### config.mk
export PLATFORM = sky130hd
export DESIGN_NAME = dl_descrambler
export DESIGN_NICKNAME = d
export VERILOG_FILES = /design/src/rtl/dl_scramble_pkg.sv /design/src/rtl/dl_descramble_step.sv /design/src/rtl/dl_descrambler.sv
export SDC_FILE = /design/constraint.sdc
export NUM_CORES = 1
export LEC_CHECK = 0
export CAP_MARGIN = 20
export CORE_MARGIN = 5
export CORE_UTILIZATION = 30
export CTS_CLUSTER_DIAMETER = 80
export DETAILED_ROUTE_END_ITERATION = 7
export GPL_TIMING_DRIVEN = 0
export PLACE_DENSITY = 0.65
export SYNTH_ARGS = -nofsm -noshare
export SYNTH_HDL_FRONTEND = slang
export SYNTH_SLANG_ARGS = --single-unit
export TNS_END_PERCENT = 50
### constraint.sdc
create_clock -name clk -period 1.39 [get_ports clk]
set_input_delay 0.278 -clock clk [delete_from_list [all_inputs] [get_ports clk]]
set_output_delay 0.278 -clock clk [all_outputs]
set_load 0.01 [all_outputs]
### src/rtl/dl_scramble_pkg.sv
// Shared constants and helpers for the link scrambler/descrambler pair.
package dl_scramble_pkg;

    localparam int unsigned   DL_SCR_POLY7_DEG  = 7;
    localparam logic [6:0]    DL_SCR_POLY7      = 7'b110_0000;

    // x^58 + x^39 + 1: taps at delays 39 and 58
    localparam int unsigned   DL_SCR_POLY58_DEG = 58;
    localparam logic [57:0]   DL_SCR_POLY58     = (58'd1 << 57) | (58'd1 << 38);

    // Width of a counter that must hold values 0..state_bits
    function automatic int unsigned lock_cnt_w(input int unsigned state_bits);
        return $unsigned($clog2(state_bits + 1));
    endfunction

endpackage

### src/rtl/dl_descramble_step.sv
// One beat of self-synchronising descrambling: {hist, data} -> {out_bits, next_hist}.
module dl_descramble_step #(
    parameter int unsigned            NUM_BITS   = 8,
    parameter int unsigned            STATE_BITS = 7,
    parameter logic [STATE_BITS-1:0]  TAPS       = 7'b110_0000
) (
    input  logic [STATE_BITS-1:0] hist,
    input  logic [NUM_BITS-1:0]   in_data,
    output logic [NUM_BITS-1:0]   out_bits,
    output logic [STATE_BITS-1:0] next_hist
);

    localparam int unsigned EXT_W = STATE_BITS + NUM_BITS;

    // Time-ordered stream: ext[0] oldest history bit, ext[EXT_W-1] newest input bit
    logic [EXT_W-1:0] ext;

    always_comb begin
        ext       = '0;
        out_bits  = '0;
        next_hist = '0;
        for (int m = 0; m < STATE_BITS; m++) begin
            ext[STATE_BITS - 1 - m] = hist[m];
        end
        for (int i = 0; i < NUM_BITS; i++) begin
            ext[STATE_BITS + i] = in_data[i];
        end
        for (int i = 0; i < NUM_BITS; i++) begin
            out_bits[i] = ext[STATE_BITS + i];
            for (int k = 0; k < STATE_BITS; k++) begin
                if (TAPS[k]) begin
                    out_bits[i] = out_bits[i] ^ ext[STATE_BITS + i - k - 1];
                end
            end
        end
        for (int m = 0; m < STATE_BITS; m++) begin
            next_hist[m] = ext[EXT_W - 1 - m];
        end
    end

endmodule

### src/rtl/dl_descrambler.sv
// Receive-side descrambler with valid/ready handshake, one-beat output register and lock tracking.
module dl_descrambler
    import dl_scramble_pkg::*;
#(
    parameter int unsigned            NUM_BITS   = 8,
    parameter int unsigned            STATE_BITS = DL_SCR_POLY7_DEG,
    parameter logic [STATE_BITS-1:0]  TAPS       = DL_SCR_POLY7
) (
    input  logic                clk,
    input  logic                rst_n,
    input  logic                flush,
    input  logic                in_val,
    output logic                in_rdy,
    input  logic [NUM_BITS-1:0] in_data,
    output logic                out_val,
    input  logic                out_rdy,
    output logic [NUM_BITS-1:0] out_data,
    output logic                locked
);

    localparam int unsigned CNT_W = lock_cnt_w(STATE_BITS);

    logic [STATE_BITS-1:0] hist;
    logic [STATE_BITS-1:0] hist_nxt;
    logic [NUM_BITS-1:0]   step_bits;
    logic [CNT_W-1:0]      bit_cnt;
    logic [CNT_W-1:0]      cnt_nxt;
    logic                  accept;

    dl_descramble_step #(
        .NUM_BITS   (NUM_BITS),
        .STATE_BITS (STATE_BITS),
        .TAPS       (TAPS)
    ) u_step (
        .hist      (hist),
        .in_data   (in_data),
        .out_bits  (step_bits),
        .next_hist (hist_nxt)
    );

    assign in_rdy = !flush && (!out_val || out_rdy);
    assign accept = in_val && in_rdy;

    // Saturating count of received bits
    always_comb begin
        cnt_nxt = CNT_W'(STATE_BITS);
        if (32'(bit_cnt) + NUM_BITS < STATE_BITS) begin
            cnt_nxt = bit_cnt + CNT_W'(NUM_BITS);
        end
    end

    always_ff @(posedge clk) begin
        if (!rst_n || flush) begin
            hist     <= '0;
            bit_cnt  <= '0;
            locked   <= 1'b0;
            out_val  <= 1'b0;
            out_data <= '0;
        end else if (accept) begin
            hist     <= hist_nxt;
            bit_cnt  <= cnt_nxt;
            locked   <= (cnt_nxt == CNT_W'(STATE_BITS));
            out_val  <= 1'b1;
            out_data <= step_bits;
        end else if (out_val && out_rdy) begin
            out_val  <= 1'b0;
        end
    end

endmodule
* Yosys cells after proc, flatten, opt, wreduce, memory -nomap -nowiden
Cells that the tools add are included.
Storage, ports and cells: bits in registers 20, bits of input ports 13, output and inout bits 11, word-level logic and storage cells 36
Operators by class: add/subtract/negate cells 1, $lt $le $gt $ge 1, equal/unequal tests 1, mux-type cells 3, bitwise gates (word level) 16, reduce and logical (&&, ||, !) cells 9
Operators with widths (count):
- XOR 1 bit | 16
- adder 3 x 4 -> 5 bit, second input constant | 1
- less-than comparator 5 x 3 -> 1 bit, second input constant | 1
- equality test 3 bit, second input constant | 1
- logical AND 1 bit | 3
- zero test 1 bit | 3
- two-way mux 3 bit | 1
- logical OR 1 bit | 2
- two-way mux 1 bit | 2
- nonzero test 2 bit | 1

* Longest topological paths before layout
Gate-level depths: netlist of the first run.
depth after elaboration 5, gate-level depth with buffers 5, gate-level depth less buffers 3

* Hierarchy
From an unflattened synthesis of the first run, not the netlist that was laid out.
Second synthesis, totals: cell total of the unflattened synthesis 91, area, all modules 960.9 um^2
By module, submodules not included:
- dl_descrambler | times used 1, cells an instance 76, area each 718.2 um^2, seq. area each 340.3 um^2
- dl_descramble_step | times used 1, cells an instance 15, area each 242.7 um^2, seq. area each 0.0 um^2

* Worst setup path after synthesis of the first run
No wires, ideal clock.
path kind reg2out, start register out_val, end output port in_rdy, arrival time 0.866 ns, data required time 1.112 ns, slack 0.246 ns, stages on the path, launching flop included 4, buffers on the path 1, cells stage by stage dfxtp_1 and2b_1 buf_2 nor2_1
Between the ends: cells in the longest elaborated chain, start to end 3
Ends and longest elaborated chain:
- from (decl) | line dl_descrambler.sv:15 | output logic out_val,
- from (signal assigned) | line dl_descrambler.sv:57 | out_val <= 1'b0;
- from (signal assigned) | line dl_descrambler.sv:63 | out_val <= 1'b1;
- from (signal assigned) | line dl_descrambler.sv:66 | out_val <= 1'b0;
- zero test 1 bit | line dl_descrambler.sv:41 | assign in_rdy = !flush && (!out_val || out_rdy);
- logical OR 1 bit | line dl_descrambler.sv:41
- logical AND 1 bit | line dl_descrambler.sv:41
- to (decl) | line dl_descrambler.sv:13 | output logic in_rdy,
No other way between the ends.

* Worst setup path after layout of the first run
Ends and elaborated chain as after synthesis.

==> results of run 1 <==
[timing repair]
item | in CTS | in global routing
setup buffers | 2 | 1
endpoints found under the setup margin | 11 | 1
resized for setup | 19 | 4
hold buffers | 0 | 0
pin swaps | 1 | 1
[synthesized netlist by cell type (all sizes together)]
library cell  instances
and2b                 1
buf                   7
nand3                15
dfxtp                17
xor3                  8
clkbuf                1
o21ai                15
a21oi                16
nor2b                 1
nand2b                3
nor2                  4
[power by group through the flow]
stage	combinational, mW	sequential (mW)	clock [mW]
global route	0.191	0.509	0.301
detailed placement	0.177	0.519	0
global placement	0.176	0.518	0
floorplan	0.0942	0.521	0
finish	0.177	0.507	0.266
CTS	0.173	0.507	0.279
[through the flow]
stage                     worst slack [ns]  instances
final                               0.0802        148
after floorplan                      0.246         88
after detailed placement            -0.741        142
after CTS                          -0.0680        148
after global routing                0.0205        148
after global placement              -0.744        142
[kinds of logic (layout without fill, tap and decap cells)]
family	count (synthesis)	count (layout)	synth area share, %
compound gates	31	31	18.1
simple gates	24	24	14.3
flops	17	17	39.8
xor+xnor	8	8	22.2
buf+inv	8	37	5.55
[final cells by class]
cell class              instances  area [sq um]  area share [%]
repair buffers                 26           240            20.6
well taps                      31          38.8            3.32
flip-flops and latches         17           342            29.2
multi-input cells              63           479            41.0
plain buffers                   7          42.5            3.64
clock buffers                   4          26.3            2.25
[sequential cells by signal (all words and copies together), names as in the netlist]
name and flops:
out_data 8, hist 7, locked 1, out_val 1
[worst paths after layout]
path | depth (start not counted) | to | from
min | 2 | out_data[6] | out_data[6]
max | 3 | in_rdy | out_val
min reg2reg | 2 | out_data[6] | out_data[6]
max reg2reg | 5 | hist[1] | out_val
[tightest hold or removal path: stages (launching register included)]
cell and delay (ns):
dfxtp_1 0.32, o21ai_0 0.07, a21oi_1 0.06
[routing by layer]
layer  routed length [um]  global-route usage (%)  share of wire, %  vias up
met5                    0                       0                 0        -
met4                   34                    8.05               1.7        0
met3                   93                    3.20               4.6        2
met2                  966                    16.9                47       16
met1                  943                    12.8                46      349
li1                     -                       -                 -      370
==> flow_summary_export.csv, run 1 <==
group,metric,value,unit
global_routing,first_global_vias,791,
setup_path,regToRegSetupSlack,0.16,ns
clock_tree,numCtsBuffers,3,
setup_path,crit_required,1.11,ns
timing,timing.hold.ws,0.480,ns
power_and_ir_drop,p_seq_share,53.4,%
power_and_ir_drop,p_per_area,813,mW/mm^2
power_and_ir_drop,clkPwrFrac,28.0,%
detailed_routing,drt-total-wl,2.04,mm
timing,fin_tns_setup,0,ns
synth,yosysUniqueCellTypes,13,
power_and_ir_drop,irDropWorstVdd,0.000537,V
clock_tree,cts.htree.levels,1,
detailed_routing,wl_per_cell,13.8,um
setup_path,worstPathMaxFanout,3,
clock_tree,insertion_delay,0.29,ns
detailed_routing,vias_per_cell,4.98,
finish,stdcell_area,0.00117,sq mm
timing,fin_skew,0.00666,ns
finish,nets,131,
detailed_routing,drt_iter0_drc,15,
finish,final_cell_mix,"16 x a21oi_1, 16 x dfxtp_1, 15 x nand3_1, 15 x o21ai_0",
place,io_buffer_count,23,
detailed_routing,drc,0,
setup_path,cpMaxStageDelayCell,"dfxtp_2",
synth,synth-seq-cells,17,
synth,synth.top_cell.area_share,39.8,%
floorplanning,die-area,0.00402,sq mm
power_and_ir_drop,pwr-share-comb,18.6,%
floorplanning,rows,19,
power_and_ir_drop,leakagePower,0.489,nW
finish,drive_above_1_share,14.5,%
timing,finalSetupViolations,0,
place,gp_congestion,0.832,
setup_path,startpoint_type,"flop",
power_and_ir_drop,sw_frac_of_total,24.7,%
power_and_ir_drop,total_power,950,uW
setup_path,cp-end-kind,"output port",
global_routing,grt.total_usage,11.0,%
synth,synth_cells,88,
timing,relSlewSlack,80.7,%
synth,ys_seq_area_share,39.8,%
detailed_routing,drt_first_pass_iters,4,
timing,rsz0062_at_grt,"false",
finish,nFillCells,291,
global_routing,overflow,0,
floorplanning,die_y,63.4,um
power_and_ir_drop,p_sw,234,uW
synth,synth_nets,101,
floorplanning,core_area,0.00273,sq mm
setup_path,critPathMaxStageDelay,0.33,ns
clock_tree,cts_tree,"built",
flow_run,cap_violations,0,
clock_tree,cts.sinks,17,
synth,yosys_warnings,0,
clock_tree,clk_path_buf_depth,2,
synth,synth_top_area_cell,"dfxtp_1",
setup_path,worst_ep_arrival_time,1.03,ns
synth,avgSynthCellArea,9.73,sq um
clock_tree,root_buffer,"clkbuf_4",
setup_path,critical_path.n_buffers_inverters,1,
place,dpl.hpwl,1.49,mm
detailed_routing,vias,737,
synth,synthesis.area,856,sq um
floorplanning,io_pins,24,
timing,hold_viol_final,0,
finish,diodes,0,
synth,synthTopCellsByArea,"dfxtp_1 40%, xor3_1 22%, a21oi_1 9.4%, nand3_1 8.8%, o21ai_0 8.8%",
setup_path,crit_family,"flip-flops",
timing,max_freq,0.763,GHz
global_routing,grt_pass1_wl,3.49,mm
timing,timing.final.crit_share,94.2,%
floorplanning,die_width,63.4,um
floorplanning,start_util,31.3,%
run_status,status,"complete, no violations",
finish,syn2layout_area_growth,36.5,%
power_and_ir_drop,p_int,716,uW
global_routing,antenna_found_initial,0,
setup_path,cp_cell_sequence,"and2b_2 > nor2_4 > buf_6",
detailed_routing,antenna_left,0,
finish,utilization,42.7,%
timing,tightest_slew,0.289,ns
place,dpl_cell_area,0.00112,sq mm
timing,period_needed,1.31,ns
worst_hold_path,hp-class,"reg2reg",
clock_tree,cts.clk_slew.worst_paths,0.10,ns
timing,drv_slew,0,
setup_path,critical_path_class,"reg2out",
global_routing,grt_max_degree,11,
No activity file was read; power rests on OpenSTA's default activity.
==> inputs of run 2 (changes only) <==
- CAP_MARGIN: 20 -> unset
- CORE_MARGIN: 5 -> 4
==> run 2 against run 1 <==
Against the previous run: wire length fell by 6.3%; global-route usage rose by 0.11 points; fmax fell by 0.11%; cell area fell by 0.96%; via count fell by 1.8%; count of clock-buffer cells in the layout did not move; critical path depth did not move; non-clock buffer count did not move; largest power group unchanged.
==> flow_summary_export.csv, run 2 (synthesis results as in run 1) <==
group,metric,value,unit
timing,setup_slack,0.0787,ns
clock_tree,numCtsBuffers,3,
power_and_ir_drop,p_seq_share,53.8,%
timing,max_freq,0.763,GHz
finish,largest_reg_flops,8,
power_and_ir_drop,p_sw,228,uW
floorplanning,io_pins,24,
timing,timing.hold.ws,0.474,ns
finish,nFillCells,265,
detailed_routing,drc,0,
flow_run,cap_violations,0,
setup_path,crit_family,"flip-flops",
global_routing,overflow,0,
timing,rsz0062_at_grt,"false",
setup_path,cp_cell_sequence,"and2b_2 > nor2_2 > buf_2",
clock_tree,hold_buffers,0,
setup_path,worst_ep_arrival_time,1.03,ns
global_routing,grt_max_degree,11,
clock_tree,clk_path_buf_depth,2,
finish,nets,131,
detailed_routing,drt-total-wl,1.91,mm
finish,syn2layout_area_growth,35.2,%
setup_path,critical_path_class,"reg2out",
detailed_routing,antenna_left,0,
floorplanning,die-area,0.00377,sq mm
floorplanning,die_width,61.4,um
setup_path,startpoint_type,"flop",
finish,stdcell_count,148,
timing,period_needed,1.31,ns
global_routing,grt_pass1_wl,3.02,mm
floorplanning,die_y,61.4,um
finish,final_cell_mix,"16 x a21oi_1, 16 x dfxtp_1, 15 x nand3_1, 15 x o21ai_0",
clock_tree,cts.clk_slew.worst_paths,0.09,ns
timing,drv_slew,0,
place,io_buffer_count,23,
timing,fin_skew,0.00459,ns
finish,diodes,0,
floorplanning,rows,19,
power_and_ir_drop,p_int,714,uW
finish,reg_top3,"out_data x8, hist x7",
floorplanning,start_util,31.3,%
timing,timing.final.crit_share,94.3,%
setup_path,crit_required,1.11,ns
global_routing,first_global_vias,693,
detailed_routing,vias_per_cell,4.89,
finish,top_register,"out_data",
floorplanning,core_area,0.00273,sq mm
detailed_routing,drt_iter0_drc,14,
worst_hold_path,hp-class,"reg2reg",
power_and_ir_drop,p_per_area,814,mW/mm^2
power_and_ir_drop,irDropWorstVdd,0.000402,V
power_and_ir_drop,clkPwrFrac,27.8,%
power_and_ir_drop,total_power,942,uW
power_and_ir_drop,leakagePower,0.486,nW
timing,fin_tns_setup,0,ns
setup_path,cpMaxStageDelayCell,"dfxtp_2",
detailed_routing,wl_per_cell,12.9,um
timing,finalSetupViolations,0,
clock_tree,cts_tree,"built",
place,place_inst,142,
clock_tree,cts.sinks,17,
timing,relSlewSlack,80.4,%
power_and_ir_drop,sw_frac_of_total,24.2,%
setup_path,critical_path.n_buffers_inverters,1,
power_and_ir_drop,pwr-share-comb,18.4,%
setup_path,regToRegSetupSlack,0.15,ns
setup_path,worstPathMaxFanout,3,
place,dpl.hpwl,1.44,mm
run_status,status,"complete, no violations",
timing,tightest_slew,0.294,ns
setup_path,cp-end-kind,"output port",
clock_tree,root_buffer,"clkbuf_4",
place,place_ws,-0.732,ns
timing,hold_viol_final,0,
detailed_routing,vias,724,
clock_tree,insertion_delay,0.29,ns
global_routing,grt.total_usage,11.1,%
clock_tree,cts.htree.levels,1,
place,gp_congestion,0.826,
detailed_routing,drt_first_pass_iters,4,
global_routing,antenna_found_initial,0,
setup_path,critPathMaxStageDelay,0.33,ns
finish,drive_above_1_share,14.5,%
-- run 2: changes by cell type in the layout (fill, tap and decap cells not counted) --
cell | previous run | this run
buf_2 | 4 | 5
nor2_2 | 0 | 1
nor2_4 | 1 | 0
buf_6 | 2 | 1
-- run 2: worst reg2reg max path, delay by kind of cell, from the launching register on --
family | cells | cell delay, ns
AND/OR/NAND/NOR | 2 | 0.14
flip-flops | 1 | 0.33
buffers and inverters | 3 | 0.57
AO/OA/AOI/OAI | 1 | 0.15
-- run 2: area by class of cell --
type | count | area, sq um | area share (%)
buffer | 7 | 42.5 | 3.68
clock buffer | 4 | 26.3 | 2.27
multi-input combinational | 63 | 474 | 41.0
sequential | 17 | 342 | 29.5
tap | 31 | 38.8 | 3.35
timing repair buffer | 26 | 234 | 20.2
-- run 2: per-layer routing --
metal  wire length, um  global-route usage [%]  up-vias
li1                  -                       -      371
met1               878                    13.5      326
met2               836                    17.4       22
met3               133                    2.10        5
met4                61                    8.18        0
met5                 0                       0        -
-- run 2: what timing repair did --
action	CTS	global route
buffers inserted	2	1
gates resized for setup	19	2
endpoints found under the setup margin	11	1
-- run 2: power by group through the flow --
stage          Combinational, mW  Clock (mW)  Sequential [mW]
5_1_grt                    0.186       0.290            0.508
3_5_place_dp               0.176           0            0.519
6_report                   0.173       0.262            0.506
4_1_cts                    0.172       0.270            0.507
3_3_place_gp               0.176           0            0.518
2_1_floorplan             0.0942           0            0.521
-- run 2: stage by stage --
step / area [sq um] / utilization [%]
floorplan: 856 / -
global placement: 1120 / 41.1
detailed placement: 1120 / 41.1
CTS: 1160 / 42.3
global route: 1160 / 42.3
finish: 1160 / 42.3
-- run 2: path summary, 6_finish.rpt --
kind / startpoint / cells past startpoint / to
worst max-delay path: out_val / 3 / in_rdy
worst min-delay path: locked / 2 / locked
worst max register to register: out_val / 6 / out_data[5]
worst min register to register: locked / 2 / locked
==> inputs of run 3 (changes only) <==
- CTS_CLUSTER_SIZE: unset -> 25
- PLACE_DENSITY: 0.65 -> unset
==> run 3 against run 2 <==
Against the previous run: sequential power about the same; count of clock-buffer cells in the layout unchanged; worst hold slack improved by 0.0016 ns; total power increased by 0.39%; combinational power about the same; core utilization increased by 0.14 points; critical endpoint unchanged; largest cell class unchanged; largest power group unchanged; highest routed layer unchanged.
==> flow_summary_export.csv, run 3 (synthesis results as in run 1) <==
group,metric,value,unit
run_status,status,"complete, no violations",
power_and_ir_drop,sw_frac_of_total,24.5,%
detailed_routing,drt-total-wl,2.05,mm
setup_path,startpoint,"out_val",
finish,drive_above_1_share,14.5,%
timing,tightest_slew,0.296,ns
timing,finalSetupViolations,0,
finish,nets,131,
finish,diodes,0,
global_routing,antenna_found_initial,0,
detailed_routing,vias_per_cell,4.92,
detailed_routing,wl_per_cell,13.8,um
power_and_ir_drop,leakagePower,0.487,nW
finish,syn2layout_area_growth,35.7,%
global_routing,first_global_vias,770,
setup_path,critical_path_class,"reg2out",
setup_path,startpoint_type,"flop",
place,dpl.hpwl,1.47,mm
global_routing,grt.total_usage,12.9,%
setup_path,r2r-start,"out_val",
power_and_ir_drop,pwr-share-comb,18.6,%
power_and_ir_drop,clkPwrFrac,27.8,%
clock_tree,cts.htree.levels,1,
setup_path,worst_ep_arrival_time,1.04,ns
timing,max_freq,0.757,GHz
timing,relSlewSlack,80.3,%
setup_path,cpMaxStageDelayCell,"dfxtp_2",
floorplanning,core_area,0.00273,sq mm
place,gp_congestion,0.798,
floorplanning,die-area,0.00377,sq mm
clock_tree,numCtsBuffers,3,
worst_hold_path,hp-class,"reg2reg",
finish,final_cell_mix,"16 x a21oi_1, 16 x dfxtp_1, 15 x nand3_1, 15 x o21ai_0",
worst_hold_path,min_from,"out_data[5]",
power_and_ir_drop,p_per_area,814,mW/mm^2
global_routing,grt_max_degree,11,
setup_path,cp-end-kind,"output port",
finish,top_register,"out_data",
setup_path,rr_worst_depth,5,
worst_hold_path,whs_path_depth,2,
timing,hold_viol_final,0,
timing,fin_tns_setup,0,ns
timing,period_needed,1.32,ns
floorplanning,io_pins,24,
detailed_routing,drc,0,
timing,timing.hold.ws,0.476,ns
timing,fin_skew,0.00162,ns
power_and_ir_drop,p_int,714,uW
floorplanning,rows,19,
timing,drv_slew,0,
setup_path,worstPathMaxFanout,3,
global_routing,grt_pass1_wl,3.48,mm
detailed_routing,drt_first_pass_iters,4,
place,io_buffer_count,23,
finish,utilization,42.5,%
finish,reg_top3,"out_data x8, hist x7",
clock_tree,clk_path_buf_depth,2,
setup_path,critPathMaxStageDelay,0.33,ns
floorplanning,start_util,31.3,%
flow_run,cap_violations,0,
clock_tree,hold_buffers,0,
setup_path,crit_required,1.11,ns
floorplanning,die_width,61.4,um
global_routing,overflow,0,
clock_tree,root_buffer,"clkbuf_4",
clock_tree,cts_tree,"built",
detailed_routing,vias,728,
clock_tree,insertion_delay,0.29,ns
power_and_ir_drop,irDropWorstVdd,0.000439,V
clock_tree,cts.clk_slew.worst_paths,0.09,ns
power_and_ir_drop,total_power,945,uW
detailed_routing,antenna_left,0,
clock_tree,cts.sinks,17,
detailed_routing,drt_iter0_drc,15,
timing,timing.final.crit_share,95.1,%
timing,rsz0062_at_grt,"true",
setup_path,cp_cell_sequence,"and2b_2 > nor2_2 > buf_2",
floorplanning,die_y,61.4,um
power_and_ir_drop,p_sw,231,uW
finish,largest_reg_flops,8,
power_and_ir_drop,p_seq_share,53.6,%
[run 3: cell counts in the layout (fill, tap and decap cells not counted)]
Identical to the previous run, type by type.
[run 3: final timing paths]
kind | slack, ns | end
setup / recovery | 0.07 | in_rdy
hold / removal | 0.48 | out_data[5]
setup reg to reg | 0.20 | hist[2]
hold reg to reg | 0.48 | out_data[5]
[run 3: layer usage]
metal / GRT usage [%] / wire length, um / share of wire (%) / vias up
met1: 16.7 / 955 / 47 / 333
met2: 20.2 / 947 / 46 / 20
li1: - / - / - / 370
met4: 7.27 / 48 / 2.3 / 0
met3: 2.10 / 93 / 4.5 / 5
met5: 0 / 0 / 0 / -
[run 3: critical path, delay by kind of cell, from the launching register on]
| kind | cells | cell delay (ns) |
|---|---|---|
| buffers and inverters | 1 | 0.13 |
| AND/OR/NAND/NOR | 2 | 0.29 |
| flip-flops | 1 | 0.33 |
[run 3: metrics by stage]
step / instance area (sq um) / worst slack (ns) / instances
2_1_floorplan: 856 / 0.246 / 88
5_1_grt: 1160 / -0.00724 / 148
3_3_place_gp: 1120 / -0.748 / 142
6_report: 1160 / 0.0686 / 148
4_1_cts: 1160 / -0.0378 / 148
3_5_place_dp: 1120 / -0.767 / 142
[run 3: layout make-up]
| type | instances | area [sq um] |
|---|---|---|
| Clock buffer | 4 | 26.3 |
| Multi-Input combinational cell | 63 | 474 |
| Tap cell | 31 | 38.8 |
| Timing Repair Buffer | 26 | 234 |
| Buffer | 7 | 46.3 |
| Fill cell | 285 | 1570 |
| Sequential cell | 17 | 342 |
[run 3: power groups by stage]
stage	logic (mW)	registers, mW	clock network, mW
after floorplan	0.0942	0.521	0
after global placement	0.177	0.518	0
after detailed placement	0.178	0.518	0
after CTS	0.175	0.507	0.278
after global routing	0.192	0.509	0.297
final	0.176	0.507	0.263
[run 3: repair_timing]
item	4_1_cts	5_1_grt
buffers inserted	2	1
resized for setup	19	3
endpoints found under the setup margin	11	4
==> RTL edit: new RTL, flow settings as in run 1 <==
`NUM_BITS` is set to 8 in 2 places; all go to 9.
--- a/src/rtl/dl_descramble_step.sv
+++ b/src/rtl/dl_descramble_step.sv
@@ -1,5 +1,5 @@
 // One beat of self-synchronising descrambling: {hist, data} -> {out_bits, next_hist}.
 module dl_descramble_step #(
-    parameter int unsigned            NUM_BITS   = 8,
+    parameter int unsigned            NUM_BITS   = 9,
     parameter int unsigned            STATE_BITS = 7,
     parameter logic [STATE_BITS-1:0]  TAPS       = 7'b110_0000
--- a/src/rtl/dl_descrambler.sv
+++ b/src/rtl/dl_descrambler.sv
@@ -3,5 +3,5 @@
     import dl_scramble_pkg::*;
 #(
-    parameter int unsigned            NUM_BITS   = 8,
+    parameter int unsigned            NUM_BITS   = 9,
     parameter int unsigned            STATE_BITS = DL_SCR_POLY7_DEG,
     parameter logic [STATE_BITS-1:0]  TAPS       = DL_SCR_POLY7
Interface: changed (resized in_data and out_data); port bits go from 24 to 26. No check against the original RTL was run, so the function may have changed too.
==> RTL edit against run 1 <==
  * Clock power rose by 12%
  * Final area is 27% higher
  * Sequential share of layout area decreased by 0.62 points
  * Sequential power is 24% higher
  * Synthesized area is 25% higher
  * Maximum frequency is 4.8% lower
  * Sequential cell count increased by 4
  * Setup slack worse by 0.066 ns
  * Power rose by 21%
  * Wire length grew 20%
  * Global-route usage is 1.1 points lower
  * Critical path type is now flip-flop to flip-flop
  * Largest cell class unchanged
==> RTL edit: results <==
set metrics [dict create \
    status "complete, no violations" \
    cts-resized-gates 24 \
    critical_path.top_delay_family "simple AND/OR/NAND/NOR gates" \
    fin_total_pwr_uw 1150 \
    worst-endpoint-arrival_ns 1.58 \
    setup.worst_path.class "flip-flop to flip-flop" \
    globalRouteMet1Util_pct 12.5 \
    worst-slew-pin-transition_ns 0.329 \
    clkSlewWorstSetupHoldPaths_ns 0.12 \
    gp_congestion 0.824 \
    min_from "out_data[4]" \
    drt_iter0_drc 32 \
    synth_xor_area_share_pct 19.9 \
    design_area_um2 1480 \
    postCtsSetupBuffers 1 \
    dr_wl_met2_mm 1.13 \
    total_leakage_power_uw 0.000626 \
    power.clock.total_uw 298 \
    grt_util_met2_pct 16.5 \
    critical_path_peak_fanout 4 \
    fin_skew_ns 0.00608 \
    ys_seq_area_share_pct 39.2 \
    met1Wirelength_mm 1.16 \
    endpoint "bit_cnt[1]" \
    ys_top_cells_by_count "21 x dfxtp_1, 16 x a21oi_1, 16 x nand3_1, 16 x o21ai_0, 9 x xor3_1" \
    post_synth_num_cell_types 17 \
    globalRouteMet3Util_pct 2.03 \
    reg_top3 "out_data: 9 flops, hist: 7 flops, bit_cnt: 3 flops" \
    grt_pass1_vias 886 \
    post_layout_nonfiller_instances 182 \
    layout-drive-gt1-share_pct 19.9 \
    synth-compound-area-share_pct 18.9 \
    postSynthCellCount 105 \
    regToRegStartpoint "bit_cnt[1]" \
    combinationalPowerShare_pct 18.9 \
    worst_skew_pair.late_latency_ns 0.31 \
    worst_ir_drop_vdd_mv 0.357 \
    detailroute.wirelength.met3_um 120 \
    dpl.hpwl_mm 1.81 \
]
==> RTL edit: cell types whose count changed after synthesis, moves of 2 or more <==
cell / before / now
ha_1: 0 / 2
dfxtp_1: 17 / 21
o211a_1: 0 / 2
o221a_2: 0 / 2
nor2b_1: 1 / 3
==> RTL edit: worst reg2reg max path, cell delays in order, from the launching register on <==
cell and delay, ns:
dfxtp_2 0.36, ha_4 0.16, ha_4 0.14, and4b_1 0.25
nand3_2 0.13, o221a_4 0.23
==> RTL edit: layout make-up <==
| cell class | instances | share of cell area (%) |
|---|---|---|
| clock inverters | 1 | 0.338 |
| multi-input cells | 75 | 44.5 |
| well taps | 46 | 3.88 |
| plain buffers | 8 | 3.71 |
| flip-flops and latches | 21 | 28.6 |
| repair buffers | 28 | 17.5 |
| clock buffers | 3 | 1.52 |
